===== src/rtl/clock_pkg.sv =====
// Shared time-of-day definitions: BCD field limits, the h:m:s record and load validation.
package clock_pkg;

  localparam logic [7:0] SEC_MAX  = 8'h59;
  localparam logic [7:0] MIN_MAX  = 8'h59;
  localparam logic [7:0] HOUR_MAX = 8'h23;

  typedef struct packed {
    logic [7:0] hour;
    logic [7:0] min;
    logic [7:0] sec;
  } bcd_time;

  // A load is legal only if every nibble is a decimal digit and each field is in range.
  function automatic logic is_valid_bcd_time(bcd_time t);
    return (t.hour[7:4] <= 4'd9) && (t.hour[3:0] <= 4'd9) &&
           (t.min[7:4]  <= 4'd9) && (t.min[3:0]  <= 4'd9) &&
           (t.sec[7:4]  <= 4'd9) && (t.sec[3:0]  <= 4'd9) &&
           (t.hour <= HOUR_MAX) && (t.min <= MIN_MAX) && (t.sec <= SEC_MAX);
  endfunction

endpackage


===== src/rtl/bcd_mod_counter.sv =====
// Two-digit BCD modulo counter with parallel load; wrap flags the MAX -> 00 step.
module bcd_mod_counter #(
  parameter logic [7:0] MAX = 8'h59
) (
  input  logic       clk_50MHz,
  input  logic       rst_n,
  input  logic       inc,
  input  logic       load,
  input  logic [7:0] load_val,
  output logic [7:0] value,
  output logic       wrap
);

  logic [7:0] value_nxt;

  always_comb begin
    value_nxt = value;
    if (load) begin
      value_nxt = load_val;
    end else if (inc) begin
      if (value == MAX)
        value_nxt = 8'h00;
      else if (value[3:0] == 4'd9)
        value_nxt = {value[7:4] + 4'd1, 4'd0};
      else
        value_nxt = {value[7:4], value[3:0] + 4'd1};
    end
  end

  always_ff @(posedge clk_50MHz or negedge rst_n) begin
    if (!rst_n) value <= 8'h00;
    else        value <= value_nxt;
  end

  assign wrap = (value == MAX) && inc;

endmodule


===== src/rtl/time_of_day_counter.sv =====
// BCD hh:mm:ss time-of-day driven by a synchronised, edge-detected 1 Hz input.
module time_of_day_counter
  import clock_pkg::*;
#(
  parameter int SYNC_STAGES = 2
) (
  input  logic       clk_50MHz,
  input  logic       rst_n,
  input  logic       clk_1hz_in,
  input  logic       hold,
  input  logic       set_strobe,
  input  logic [7:0] set_hour_bcd,
  input  logic [7:0] set_min_bcd,
  input  logic [7:0] set_sec_bcd,
  output logic [7:0] hour_bcd,
  output logic [7:0] min_bcd,
  output logic [7:0] sec_bcd,
  output logic       sec_tick,
  output logic       day_carry,
  output logic       set_err
);

  logic [SYNC_STAGES-1:0] sync_q;
  logic                   hist_q;
  logic                   rise;
  logic                   count;
  logic                   set_valid;
  logic                   load_ok;
  logic                   sec_wrap;
  logic                   min_wrap;
  logic                   hour_wrap;
  bcd_time                set_time;

  // Synchroniser stages plus history flop for rising-edge detection
  always_ff @(posedge clk_50MHz or negedge rst_n) begin
    if (!rst_n) begin
      sync_q <= '0;
      hist_q <= 1'b0;
    end else begin
      sync_q <= {sync_q[SYNC_STAGES-2:0], clk_1hz_in};
      hist_q <= sync_q[SYNC_STAGES-1];
    end
  end

  assign rise      = sync_q[SYNC_STAGES-1] & ~hist_q;
  assign set_time  = '{hour: set_hour_bcd, min: set_min_bcd, sec: set_sec_bcd};
  assign set_valid = is_valid_bcd_time(set_time);
  assign load_ok   = set_strobe & set_valid;
  // A strobe, valid or not, swallows a coincident edge
  assign count     = rise & ~hold & ~set_strobe;

  bcd_mod_counter #(.MAX(SEC_MAX)) u_sec (
    .clk_50MHz (clk_50MHz),
    .rst_n     (rst_n),
    .inc       (count),
    .load      (load_ok),
    .load_val  (set_sec_bcd),
    .value     (sec_bcd),
    .wrap      (sec_wrap)
  );

  bcd_mod_counter #(.MAX(MIN_MAX)) u_min (
    .clk_50MHz (clk_50MHz),
    .rst_n     (rst_n),
    .inc       (sec_wrap),
    .load      (load_ok),
    .load_val  (set_min_bcd),
    .value     (min_bcd),
    .wrap      (min_wrap)
  );

  bcd_mod_counter #(.MAX(HOUR_MAX)) u_hour (
    .clk_50MHz (clk_50MHz),
    .rst_n     (rst_n),
    .inc       (min_wrap),
    .load      (load_ok),
    .load_val  (set_hour_bcd),
    .value     (hour_bcd),
    .wrap      (hour_wrap)
  );

  // Status pulses registered alongside the counter update
  always_ff @(posedge clk_50MHz or negedge rst_n) begin
    if (!rst_n) begin
      sec_tick  <= 1'b0;
      day_carry <= 1'b0;
      set_err   <= 1'b0;
    end else begin
      sec_tick  <= count;
      day_carry <= hour_wrap;
      set_err   <= set_strobe & ~set_valid;
    end
  end

endmodule

===== config.mk =====
export PLATFORM = sky130hd
export DESIGN_NAME = time_of_day_counter
export DESIGN_NICKNAME = d
export VERILOG_FILES = /design/src/rtl/clock_pkg.sv /design/src/rtl/bcd_mod_counter.sv /design/src/rtl/time_of_day_counter.sv
export SDC_FILE = /design/constraint.sdc
export NUM_CORES = 1
export LEC_CHECK = 0
export ABC_CLOCK_PERIOD_IN_PS = 4640
export BUFFER_PORTS_ARGS = -buffer_cell sky130_fd_sc_hd__clkbuf_2
export CAP_MARGIN = 10
export CORE_AREA = 2 2 66 68
export DETAILED_ROUTE_END_ITERATION = 10
export DIE_AREA = 0 0 68 70
export PLACE_DENSITY = 0.76
export REMOVE_ABC_BUFFERS = 1
export SLEW_MARGIN = 10
export SYNTH_ARGS = -nofsm -noshare
export SYNTH_HDL_FRONTEND = slang
export SYNTH_HIERARCHICAL = 1
export SYNTH_SLANG_ARGS = --single-unit

===== constraint.sdc =====
create_clock -name clk_50MHz -period 4.64 [get_ports clk_50MHz]
set_input_delay 0 -clock clk_50MHz [delete_from_list [all_inputs] [get_ports clk_50MHz]]
set_output_delay 0 -clock clk_50MHz [all_outputs]
set_load 0.03 [all_outputs]

==> results of run 1 <==
how the worst min path moves through the flow:
stage	endpoint	slack (ns)
global route	u_hour/value[7]	0.04
finish	u_hour/value[7]	0.01
global placement	u_min/value[7]	0.11
floorplan	day_carry	-0.30
CTS	u_hour/value[7]	0.004
detailed placement	u_min/value[4]	0.11
synth_stat cells, types with 4 or more instances:
master    number  share of area [%]
a2111o_1       4                2.3
a21boi_0       5                1.9
a21oi_1       17                4.3
and3b_1        4                1.8
and4b_1        6                3.0
clkbuf_1       4               0.76
dfrtp_1       30                 38
ha_1          12                7.6
inv_1         12                2.3
mux2i_1        4                2.0
nand2_1       11                2.1
nand3_1        5                1.3
nand3b_1       4                1.5
nor2b_1        9                2.8
nor3_1         4                1.0
o21ai_0       17                4.3
area by class of cell:
| cell class | count | share of cell area, % |
|---|---|---|
| multi-input cells | 152 | 45.0 |
| well taps | 52 | 2.53 |
| clock buffers | 7 | 2.97 |
| flip-flops and latches | 30 | 29.2 |
| repair buffers | 76 | 18.6 |
| inverters | 12 | 1.75 |
logic make-up (layout without fill, tap and decap cells):
group | Yosys count | in the layout | synth area share (%)
AOI/OAI and AO/OA | 67 | 67 | 22.8
and+or+nand+nor | 64 | 64 | 23.2
DFF | 30 | 30 | 38.0
buffers and inverters | 19 | 95 | 3.80
adders and majority gates | 12 | 12 | 7.59
muxes | 7 | 7 | 3.73
xor gates and xnor gates | 2 | 2 | 0.886
layer usage:
layer  vias up  routed length (um)
met5         -                   0
met4         0                 128
met3        16                 280
met2        71                2260
met1       887                2210
li1        911                   -
sequential cells by signal (all words and copies together) (netlist names):
name          flops
day_carry         1
hist_q            1
sec_tick          1
set_err           1
sync_q            2
u_hour/value      8
u_min/value       8
u_sec/value       8
timing repair:
action	in CTS	in global routing
hold buffers	18	0
endpoints found under the setup margin	0	0
endpoints found under the hold margin	47	0
metrics by stage:
step,hold slack (ns),instances
floorplan,-0.296,194
global placement,0.110,304
detailed placement,0.110,304
CTS,0.00379,329
global route,0.0355,329
finish,0.0104,329
critical path, cell delays in order:
cell and delay (ns):
dlygate4sd3_1 0.53, clkbuf_2 0.13, nor4b_1 0.29, buf_4 0.22, and4b_1 0.28, and2_1 0.34
and4b_1 0.30, and2_1 0.34, and4b_1 0.34, nand4_1 0.12, a221o_1 0.30
where the power goes:
group | internal [mW] | leakage (nW) | switching [mW]
clock | 0.103 | 0.0383 | 0.0953
sequential | 0.298 | 0.377 | 0.0560
combinational | 0.109 | 0.848 | 0.156
==> key figures, run 1 <==
Outcome
  – Status: completed

Placed design
  – Post-DP HPWL: 3340 um
  – Placed cell areas: 0.00231 mm^2
  – Post-Place Setup Slack: 1.66 ns
  – Gpl congestion: 0.828
  – Port bufs: 55

Critical path
  – WP data required: 4.81 ns
  – Crit Path Category: input pin to flop
  – RR Endpoint: u_hour/value[7]
  – CP max FO: 11
  – Cells on worst reg2reg path: 9
  – R2r startpoint: hist_q
  – Crit. Startpoint: set_strobe
  – CP Capture Point: u_hour/value[7]
  – Critical path launch point type: input pin
  – Crit end category: flop
  – Reg2reg setup slack: 1.65 ns
  – Critical path arrival: 3.20 ns

STA
  – Setup TNS: 0 ns
  – Max-slew headroom: 49.2%
  – Fin. Hold Viols: 0
  – Final period util: 65.5%
  – Clk_skew: 0.00210 ns
  – RSZ-0062 raised after global routing: false
  – Tightest Pin Transition: 0.762 ns
  – Final Setup Violations: 0
  – Final setup margin: 1.60 ns
  – Tmin final: 3.04 ns
  – Max-slew violation count: 0
  – Fmax: 329 MHz

Die
  – I/O pin cnt: 56
  – Die width: 68 um
  – Die Y: 70 um
  – Initial Util: 47.7%
  – # rows: 24
  – Die Area: 0.00476 mm^2
  – Core area: 0.00414 mm^2

Routing
  – DRT Wirelength: 4880 um
  – DRC: 0
  – First-pass DRT Iterations: 7
  – 1st-iter DRT viols: 125
  – Via/cell ratio: 5.73
  – Vias: 1885
  – Antenna viol nets, final: 0
  – Wirelength per Cell: 14.8 um

Layout
  – Area grow syn2layout: 30.1%
  – Nets: 318
  – Layout cells sized above 1: 26.0%
  – Storage element area: 751 um^2
  – Filler cells: 368
  – Multi-input combinational cell area: 0.00116 mm^2
  – Final core utilization: 62.0%
  – Final Cell Area: 0.00257 mm^2
  – Most common cell after layout, fill and taps aside: clkbuf_2
  – Most frequent cells in the layout: clkbuf_2, dfrtp_1, dlygate4sd3_1
  – N_diodes: 0

Yosys
  – Synth Flop Type: dfrtp_1
  – EDFF count, synth: 0
  – Synth Cell Area: 0.00198 mm^2
  – Synthesis-stage register bit count: 30
  – Mean area per synthesized cell: 9.84 um^2
  – Register area share after synthesis: 38.0%
  – Yosys warnings: 6
  – Synth Instances: 201
  – Synth async-reset ratio: 100%
  – Yosys cell types: 47

Worst hold path
  – Hold_sp: set_hour_bcd[7]
  – Hold depth: 2
  – Hold Path Class: input pin to flop

Power and ir drop
  – VDD IR max: 0.000202 V
  – Pwr Total: 0.819 mW
  – Static Leakage: 1.26 nW
  – PD cells: 318 mW/mm^2

CTS
  – CTS HTree Levels: 2
  – # resized after CTS: 0
  – Clock Sinks: 30
  – CTS tree: yes
  – Clock Latency Late Sink: 0.28 ns
  – CTS Buf Count: 5
  – CTS max path bufs: 2
  – Clock root buffer: clkbuf_8
  – Postcts setup bufs: 0
  – Clk slew on worst S/H paths: 0.06 ns

GRT
  – M3 GR Usage: 4.67%
  – Vias in the first global route: 1656
  – First-pass GRT wire length: 7630 um
  – Initial antenna violation count: 0
  – Met2 usage: 31.8%
  – Pin count of the biggest net entering global routing: 31
  – GRT Util Overall: 21.1%
  – Remaining global-route overflow: 0
  – GRT busiest layer: met2
  – GR met1 Demand/Resource: 29.2%

Run
  – Max-cap viol count: 0
(Power assumes the default switching activity.)
==> run 2: changes to the inputs <==
--- a/config.mk
+++ b/config.mk
@@ -5,13 +5,14 @@
 export SDC_FILE = /design/constraint.sdc
 export NUM_CORES = 1
 export LEC_CHECK = 0
-export ABC_CLOCK_PERIOD_IN_PS = 4640
+export ABC_AREA = 1
+export ABC_CLOCK_PERIOD_IN_PS = 2600
 export BUFFER_PORTS_ARGS = -buffer_cell sky130_fd_sc_hd__clkbuf_2
 export CAP_MARGIN = 10
-export CORE_AREA = 2 2 66 68
+export CORE_AREA = 2 2 70 72
 export DETAILED_ROUTE_END_ITERATION = 10
-export DIE_AREA = 0 0 68 70
-export PLACE_DENSITY = 0.76
+export DIE_AREA = 0 0 72 74
+export PLACE_DENSITY = 0.75
 export REMOVE_ABC_BUFFERS = 1
 export SLEW_MARGIN = 10
 export SYNTH_ARGS = -nofsm -noshare
==> constraint.sdc (replaced) <==
create_clock -name clk_50MHz -period 2.6 [get_ports clk_50MHz]
set_input_delay 0 -clock clk_50MHz [delete_from_list [all_inputs] [get_ports clk_50MHz]]
set_output_delay 0 -clock clk_50MHz [all_outputs]
set_load 0.03 [all_outputs]
==> run 2 against run 1 <==
Effect of this change: first-iteration DRC count shrank 24%; sequential cell count did not move; synthesized cell count rose by 45%; worst hold slack better by 0.0042 ns; die area up 12%; wire length rose by 2.2%; sequential share of layout area is 0.95 points lower; clock-buffer cell count stayed put; non-clock buffer count down 8; global-route usage decreased by 0.89 points; clock power up 98%.
==> key figures, run 2 <==
Routing
  – First-pass DRT Iterations: 4 (was 7)
  – DRC: 0 (unchanged)
  – Vias: 2062 (was 1885)
  – Via/cell ratio: 4.93 (was 5.73)
  – 1st-iter DRT viols: 95 (was 125)
  – Wirelength per Cell: 11.9 um (was 14.8 um)
  – DRT Wirelength: 4980 um (was 4880 um)
  – Antenna viol nets, final: 0 (unchanged)

GRT
  – Remaining global-route overflow: 0 (unchanged)
  – Initial antenna violation count: 0 (unchanged)
  – M3 GR Usage: 4.88% (was 4.67%)
  – Met2 usage: 35.5% (was 31.8%)
  – GR met1 Demand/Resource: 24.0% (was 29.2%)
  – Pin count of the biggest net entering global routing: 31 (unchanged)
  – GRT Util Overall: 20.2% (was 21.1%)
  – GRT busiest layer: met2 (unchanged)
  – Vias in the first global route: 1957 (was 1656)
  – First-pass GRT wire length: 8370 um (was 7630 um)

Yosys
  – Synthesis-stage register bit count: 30 (unchanged)
  – Synth async-reset ratio: 100% (unchanged)
  – Mean area per synthesized cell: 7.34 um^2 (was 9.84 um^2)
  – Synth Cell Area: 0.00213 mm^2 (was 0.00198 mm^2)
  – Synth Flop Type: dfrtp_1 (unchanged)
  – Most frequent cells after synthesis: nand2_1, nor2_1, inv_1 (was dfrtp_1, a21oi_1, o21ai_0)
  – Largest area contributor in the netlist: dfrtp_1 (unchanged)
  – Area contributors post-synth: dfrtp_1, nand2_1, nor2_1, ha_1, inv_1 (was dfrtp_1, ha_1, a21oi_1, o21ai_0, and4b_1)
  – Yosys cell types: 25 (was 47)
  – EDFF count, synth: 0 (unchanged)
  – Synth top area share: 35.2% (was 38.0%)
  – Count leader, synth: nand2_1 (was dfrtp_1)
  – Synth Instances: 291 (was 201)
  – Yosys warnings: 6 (unchanged)
  – Register area share after synthesis: 35.2% (was 38.0%)

Die
  – Die width: 72 um (was 68 um)
  – # rows: 25 (was 24)
  – Core area: 0.00460 mm^2 (was 0.00414 mm^2)
  – Die Area: 0.00533 mm^2 (was 0.00476 mm^2)
  – I/O pin cnt: 56 (unchanged)
  – Initial Util: 46.4% (was 47.7%)
  – Die Y: 74 um (was 70 um)

Layout
  – N_diodes: 0 (unchanged)
  – Most common cell after layout, fill and taps aside: nand2_1 (was clkbuf_2)
  – Layout cells sized above 1: 27.2% (was 26.0%)
  – Most frequent cells in the layout: nand2_1, clkbuf_2, nor2_1 (was clkbuf_2, dfrtp_1, dlygate4sd3_1)
  – Non-Filler Instances: 418 (was 329)
  – Storage element area: 751 um^2 (unchanged)
  – Filler cells: 443 (was 368)
  – Nets: 404 (was 318)
  – Final Cell Area: 0.00266 mm^2 (was 0.00257 mm^2)
  – Final core utilization: 57.8% (was 62.0%)
  – Area grow syn2layout: 24.5% (was 30.1%)
  – Multi-input combinational cell area: 0.00117 mm^2 (was 0.00116 mm^2)
  – Largest registers ranked by flip-flop count: u_hour/value (8), u_min/value (8), u_sec/value (8) (unchanged)

STA
  – Max-slew violation count: 0 (unchanged)
  – Fmax: 456 MHz
  – Tmin final: 2.20 ns
  – Final period util: 84.4%
  – Tightest Pin Transition: 0.773 ns (was 0.762 ns)
  – Clk_skew: 0.00298 ns (was 0.00210 ns)
  – RSZ-0062 raised after global routing: false (unchanged)
  – Final Setup Violations: 0 (unchanged)
  – Fin. Hold Viols: 0 (unchanged)
  – Final setup margin: 0.405 ns (was 1.60 ns)
  – Max-slew headroom: 48.5% (was 49.2%)

Critical path
  – Critical path arrival: 2.42 ns (was 3.20 ns)
  – CP max FO: 8 (was 11)
  – WP data required: 2.82 ns (was 4.81 ns)
  – Crit Path Category: input pin to flop (unchanged)
  – Crit end category: flop (unchanged)
  – Critical path launch point type: input pin (unchanged)

CTS
  – Clock Sinks: 30 (unchanged)
  – # resized after CTS: 0 (unchanged)
  – Postcts setup bufs: 0 (unchanged)
  – Clock Latency Late Sink: 0.28 ns (about the same)
  – # hold bufs at CTS: 9 (was 18)
  – CTS max path bufs: 2 (unchanged)
  – CTS HTree Levels: 2 (unchanged)
  – CTS Buf Count: 5 (unchanged)
  – Clock root buffer: clkbuf_8 (unchanged)
  – Clk slew on worst S/H paths: 0.06 ns (about the same)
  – CTS tree: yes (unchanged)

Placed design
  – Post-DP HPWL: 3770 um (was 3340 um)
  – Post-Place Setup Slack: 0.476 ns (was 1.66 ns)
  – Placed cell areas: 0.00248 mm^2 (was 0.00231 mm^2)
  – Gpl congestion: 0.893 (was 0.828)
  – Port bufs: 55 (unchanged)
  – Inst Count DP: 401 (was 304)

Power and ir drop
  – PD cells: 499 mW/mm^2 (was 318 mW/mm^2)
  – Switching share of power: 35.6% (was 37.6%)
  – VDD IR max: 0.000326 V (was 0.000202 V)
  – Static Leakage: 1.45 nW (was 1.26 nW)
  – Pwr Total: 1.33 mW (was 0.819 mW)
  – Clk pwr share: 29.6% (was 24.2%)
  – Reg power frac: 43.9% (was 43.3%)
  – Logic pwr share: 26.5% (was 32.5%)
  – Internal power: 0.854 mW (was 0.511 mW)
  – Switching pwr: 0.472 mW (was 0.308 mW)

Worst hold path
  – Hold Path Class: input pin to flop (unchanged)

Run
  – Max-cap viol count: 0 (unchanged)

Outcome
  – Status: completed (unchanged)
## run 2: cell count changes after synthesis, sizes merged, moves of 5 or more
cell,previous run,this run
nor2,0,54
nand2,11,74
a21boi,5,0
nor2b,9,0
nand4,3,8
nand3,5,22
inv,12,48
a21oi,17,4
and4b,6,0
a22oi,1,10
## run 2: final cells by class
class,count,area share [%]
multi-input combinational,210,43.9
sequential,30,28.2
clock inverter,1,0.188
timing repair buffer,68,14.9
inverter,48,6.97
clock buffer,7,3.25
tap,54,2.54
## run 2: kinds of logic after synthesis
| kind of cell | after synthesis | synth area share [%] |
|---|---|---|
| compound gates | 28 | 8.79 |
| xor+xnor | 7 | 2.87 |
| fa+ha+maj | 12 | 7.03 |
| buf+inv | 51 | 10.3 |
| flops | 30 | 35.2 |
| simple gates | 163 | 35.9 |
## run 2: metal layers
layer	vias to the layer above	share of wire [%]
met5	-	0
met4	0	1.4
met1	946	45
met3	7	3.8
li1	1064	-
met2	45	50
## run 2: path summary, 6_finish.rpt
path | startpoint | to | slack (ns) | cells after the start
max | set_strobe | u_hour/value[5] | 0.40 | 15
min | set_hour_bcd[2] | u_hour/value[2] | 0.01 | 3
max reg2reg | u_sec/value[5] | u_hour/value[5] | 0.47 | 12
min reg2reg | sync_q[0] | sync_q[1] | 0.35 | 0
max in group asynchronous | rst_n | u_hour/value[5] | 1.79 | 2
min in group asynchronous | rst_n | sec_tick | 0.33 | 2
## run 2: metrics by stage
step | TNS (ns) | hold WS (ns)
after floorplan | -0.781 | -0.296
after global placement | 0 | 0.108
after detailed placement | 0 | 0.110
after CTS | 0 | 0.00319
after global routing | 0 | 0.0250
final | 0 | 0.0146
## run 2: worst max-delay path, stage by stage
cell           delay, ns
dlygate4sd3_1       0.53
clkbuf_2            0.10
inv_1               0.10
nand2_1             0.06
nor3_1              0.27
inv_2               0.07
nor3_1              0.30
inv_2               0.08
nor3_1              0.42
nor2_4              0.10
inv_1               0.13
nand2_4             0.08
inv_2               0.08
nand2_1             0.05
nand2_1             0.05
## run 2: power by group through the flow
stage | clock [mW] | combinational [mW] | sequential [mW]
global placement | 0 | 0.336 | 0.588
global route | 0.429 | 0.386 | 0.593
detailed placement | 0 | 0.342 | 0.590
CTS | 0.403 | 0.354 | 0.582
floorplan | 0 | 0.135 | 0.673
finish | 0.392 | 0.351 | 0.583
==> run 3: changes to the inputs <==
--- a/config.mk
+++ b/config.mk
@@ -6,7 +6,7 @@
 export NUM_CORES = 1
 export LEC_CHECK = 0
 export ABC_AREA = 1
-export ABC_CLOCK_PERIOD_IN_PS = 2600
+export ABC_CLOCK_PERIOD_IN_PS = 1800
 export BUFFER_PORTS_ARGS = -buffer_cell sky130_fd_sc_hd__clkbuf_2
 export CAP_MARGIN = 10
 export CORE_AREA = 2 2 70 72
==> constraint.sdc (replaced) <==
create_clock -name clk_50MHz -period 1.8 [get_ports clk_50MHz]
set_input_delay 0 -clock clk_50MHz [delete_from_list [all_inputs] [get_ports clk_50MHz]]
set_output_delay 0 -clock clk_50MHz [all_outputs]
set_load 0.03 [all_outputs]
==> run 3 against run 2 <==
Effect of this change: sequential share of layout area is 2.4 points lower; cell count is 4.8% higher; combinational power is 70% higher; final area is 9.4% higher; critical path type unchanged; via count is 5.4% higher; setup slack worse by 0.27 ns.
==> key figures, run 3 (synthesis gave the netlist of run 2 again) <==
Outcome
  – Status: completed (unchanged)

GRT
  – Pin count of the biggest net entering global routing: 31 (unchanged)
  – Vias in the first global route: 2017 (was 1957)
  – First-pass GRT wire length: 8800 um (was 8370 um)
  – Met2 usage: 35.2% (was 35.5%)
  – Remaining global-route overflow: 0 (unchanged)
  – GRT busiest layer: met2 (unchanged)
  – GRT Util Overall: 21.1% (was 20.2%)
  – M3 GR Usage: 5.42% (was 4.88%)
  – Initial antenna violation count: 0 (unchanged)
  – GR met1 Demand/Resource: 26.7% (was 24.0%)

Critical path
  – Crit Path Category: input pin to flop (unchanged)
  – Critical path arrival: 1.87 ns (was 2.42 ns)
  – CP max FO: 7 (was 8)
  – Critical path launch point type: input pin (unchanged)
  – WP data required: 2.00 ns (was 2.82 ns)
  – Crit end category: flop (unchanged)

Die
  – Initial Util: 46.4% (unchanged)
  – # rows: 25 (unchanged)
  – I/O pin cnt: 56 (unchanged)
  – Die Area: 0.00533 mm^2 (unchanged)
  – Die width: 72 um (unchanged)
  – Die Y: 74 um (unchanged)
  – Core area: 0.00460 mm^2 (unchanged)

Routing
  – First-pass DRT Iterations: 4 (unchanged)
  – Antenna viol nets, final: 0 (unchanged)
  – Vias: 2173 (was 2062)
  – Via/cell ratio: 4.96 (was 4.93)
  – DRC: 0 (unchanged)
  – DRT Wirelength: 5300 um (was 4980 um)
  – 1st-iter DRT viols: 108 (was 95)
  – Wirelength per Cell: 12.1 um (was 11.9 um)

STA
  – Final period util: 92.5%
  – Max-slew headroom: 47.4% (was 48.5%)
  – Max-slew violation count: 0 (unchanged)
  – Fmax: 601 MHz
  – Clk_skew: 0.00376 ns (was 0.00298 ns)
  – Fin. Hold Viols: 0 (unchanged)
  – Tightest Pin Transition: 0.788 ns (was 0.773 ns)
  – Tmin final: 1.66 ns
  – Final Setup Violations: 0 (unchanged)

Layout
  – Nets: 424 (was 404)
  – Final Cell Area: 0.00291 mm^2 (was 0.00266 mm^2)
  – Layout cells sized above 1: 33.1% (was 27.2%)
  – Most common cell after layout, fill and taps aside: nand2_1 (unchanged)
  – N_diodes: 0 (unchanged)
  – Area grow syn2layout: 36.2% (was 24.5%)
  – Largest registers ranked by flip-flop count: u_hour/value (8), u_min/value (8), u_sec/value (8) (unchanged)
  – Most frequent cells in the layout: nand2_1, clkbuf_2, nor2_1 (unchanged)
  – Filler cells: 405 (was 443)

CTS
  – Clock Latency Late Sink: 0.28 ns (about the same)
  – CTS HTree Levels: 2 (unchanged)
  – Clock Sinks: 30 (unchanged)
  – Clock root buffer: clkbuf_8 (unchanged)
  – CTS tree: yes (unchanged)
  – CTS Buf Count: 5 (unchanged)
  – CTS max path bufs: 2 (unchanged)
  – Clk slew on worst S/H paths: 0.07 ns (was 0.06 ns)

Power and ir drop
  – Static Leakage: 1.59 nW (was 1.45 nW)
  – VDD IR max: 0.000521 V (was 0.000326 V)
  – Pwr Total: 2.05 mW (was 1.33 mW)
  – PD cells: 706 mW/mm^2 (was 499 mW/mm^2)

Run
  – Max-cap viol count: 0 (unchanged)

Placed design
  – Port bufs: 55 (unchanged)
  – Placed cell areas: 0.00258 mm^2 (was 0.00248 mm^2)
  – Gpl congestion: 0.866 (was 0.893)
  – Post-DP HPWL: 3880 um (was 3770 um)

Worst hold path
  – Hold Path Class: input pin to flop (unchanged)
run 3: cell type report:
cell class,instances,area (um^2),share of cell area (%)
Tap cell,54,67.6,2.32
Timing Repair Buffer,88,583,20.1
Multi-Input combinational cell,210,1210,41.6
Inverter,48,185,6.37
Sequential cell,30,751,25.8
Clock buffer,8,110,3.79
run 3: power by group:
| part | leakage [nW] | switching, mW | total [mW] | internal (mW) |
|---|---|---|---|---|
| Clock | 0.0575 | 0.256 | 0.642 | 0.386 |
| Combinational | 1.14 | 0.371 | 0.597 | 0.227 |
| Sequential | 0.393 | 0.0689 | 0.813 | 0.744 |
run 3: stage by stage:
step                      hold slack (ns)  instances  util, %  worst slack [ns]  TNS, ns
after floorplan                    -0.296        288        -            -0.938   -18.88
after global placement              0.110        413     56.1           0.00646        0
after detailed placement            0.111        413     56.1           -0.0853   -0.403
after CTS                         0.00271        430     60.7            0.0132        0
after global routing               0.0170        438     63.2          -0.00764  -0.0109
final                              0.0122        438     63.2             0.136        0
run 3: worst paths after layout:
kind / startpoint / slack, ns / cells past startpoint / to
worst min-delay path: set_min_bcd[3] / 0.01 / 3 / u_min/value[3]
min in group asynchronous: rst_n / 0.33 / 2 / u_sec/value[0]
max in group asynchronous: rst_n / 0.97 / 2 / u_min/value[6]
worst max-delay path: set_sec_bcd[2] / 0.14 / 13 / u_hour/value[3]
worst max register to register: u_sec/value[5] / 0.15 / 11 / u_hour/value[3]
worst min register to register: sync_q[0] / 0.36 / 0 / sync_q[1]
run 3: layer usage:
metal	share of wire (%)	vias to the layer above
li1	-	1110
met1	44	997
met2	50	57
met3	4.8	9
met4	1.7	0
met5	0	-
run 3: critical path, stage by stage:
cell	delay (ns)
dlygate4sd3_1	0.55
clkbuf_2	0.14
o21ai_2	0.11
nand2_1	0.07
nor2_1	0.08
nand2_1	0.09
nor2_4	0.18
buf_12	0.15
buf_4	0.13
nor2_4	0.06
nor2_1	0.11
nand2_1	0.06
o21ai_0	0.14
run 3: timing repair:
action	in CTS	in global routing
resized for setup	2	12
pin swaps	0	5
hold buffers	9	0
cloned	0	1
endpoints found under the setup margin	8	19
buffers inserted	0	7
endpoints found under the hold margin	38	0
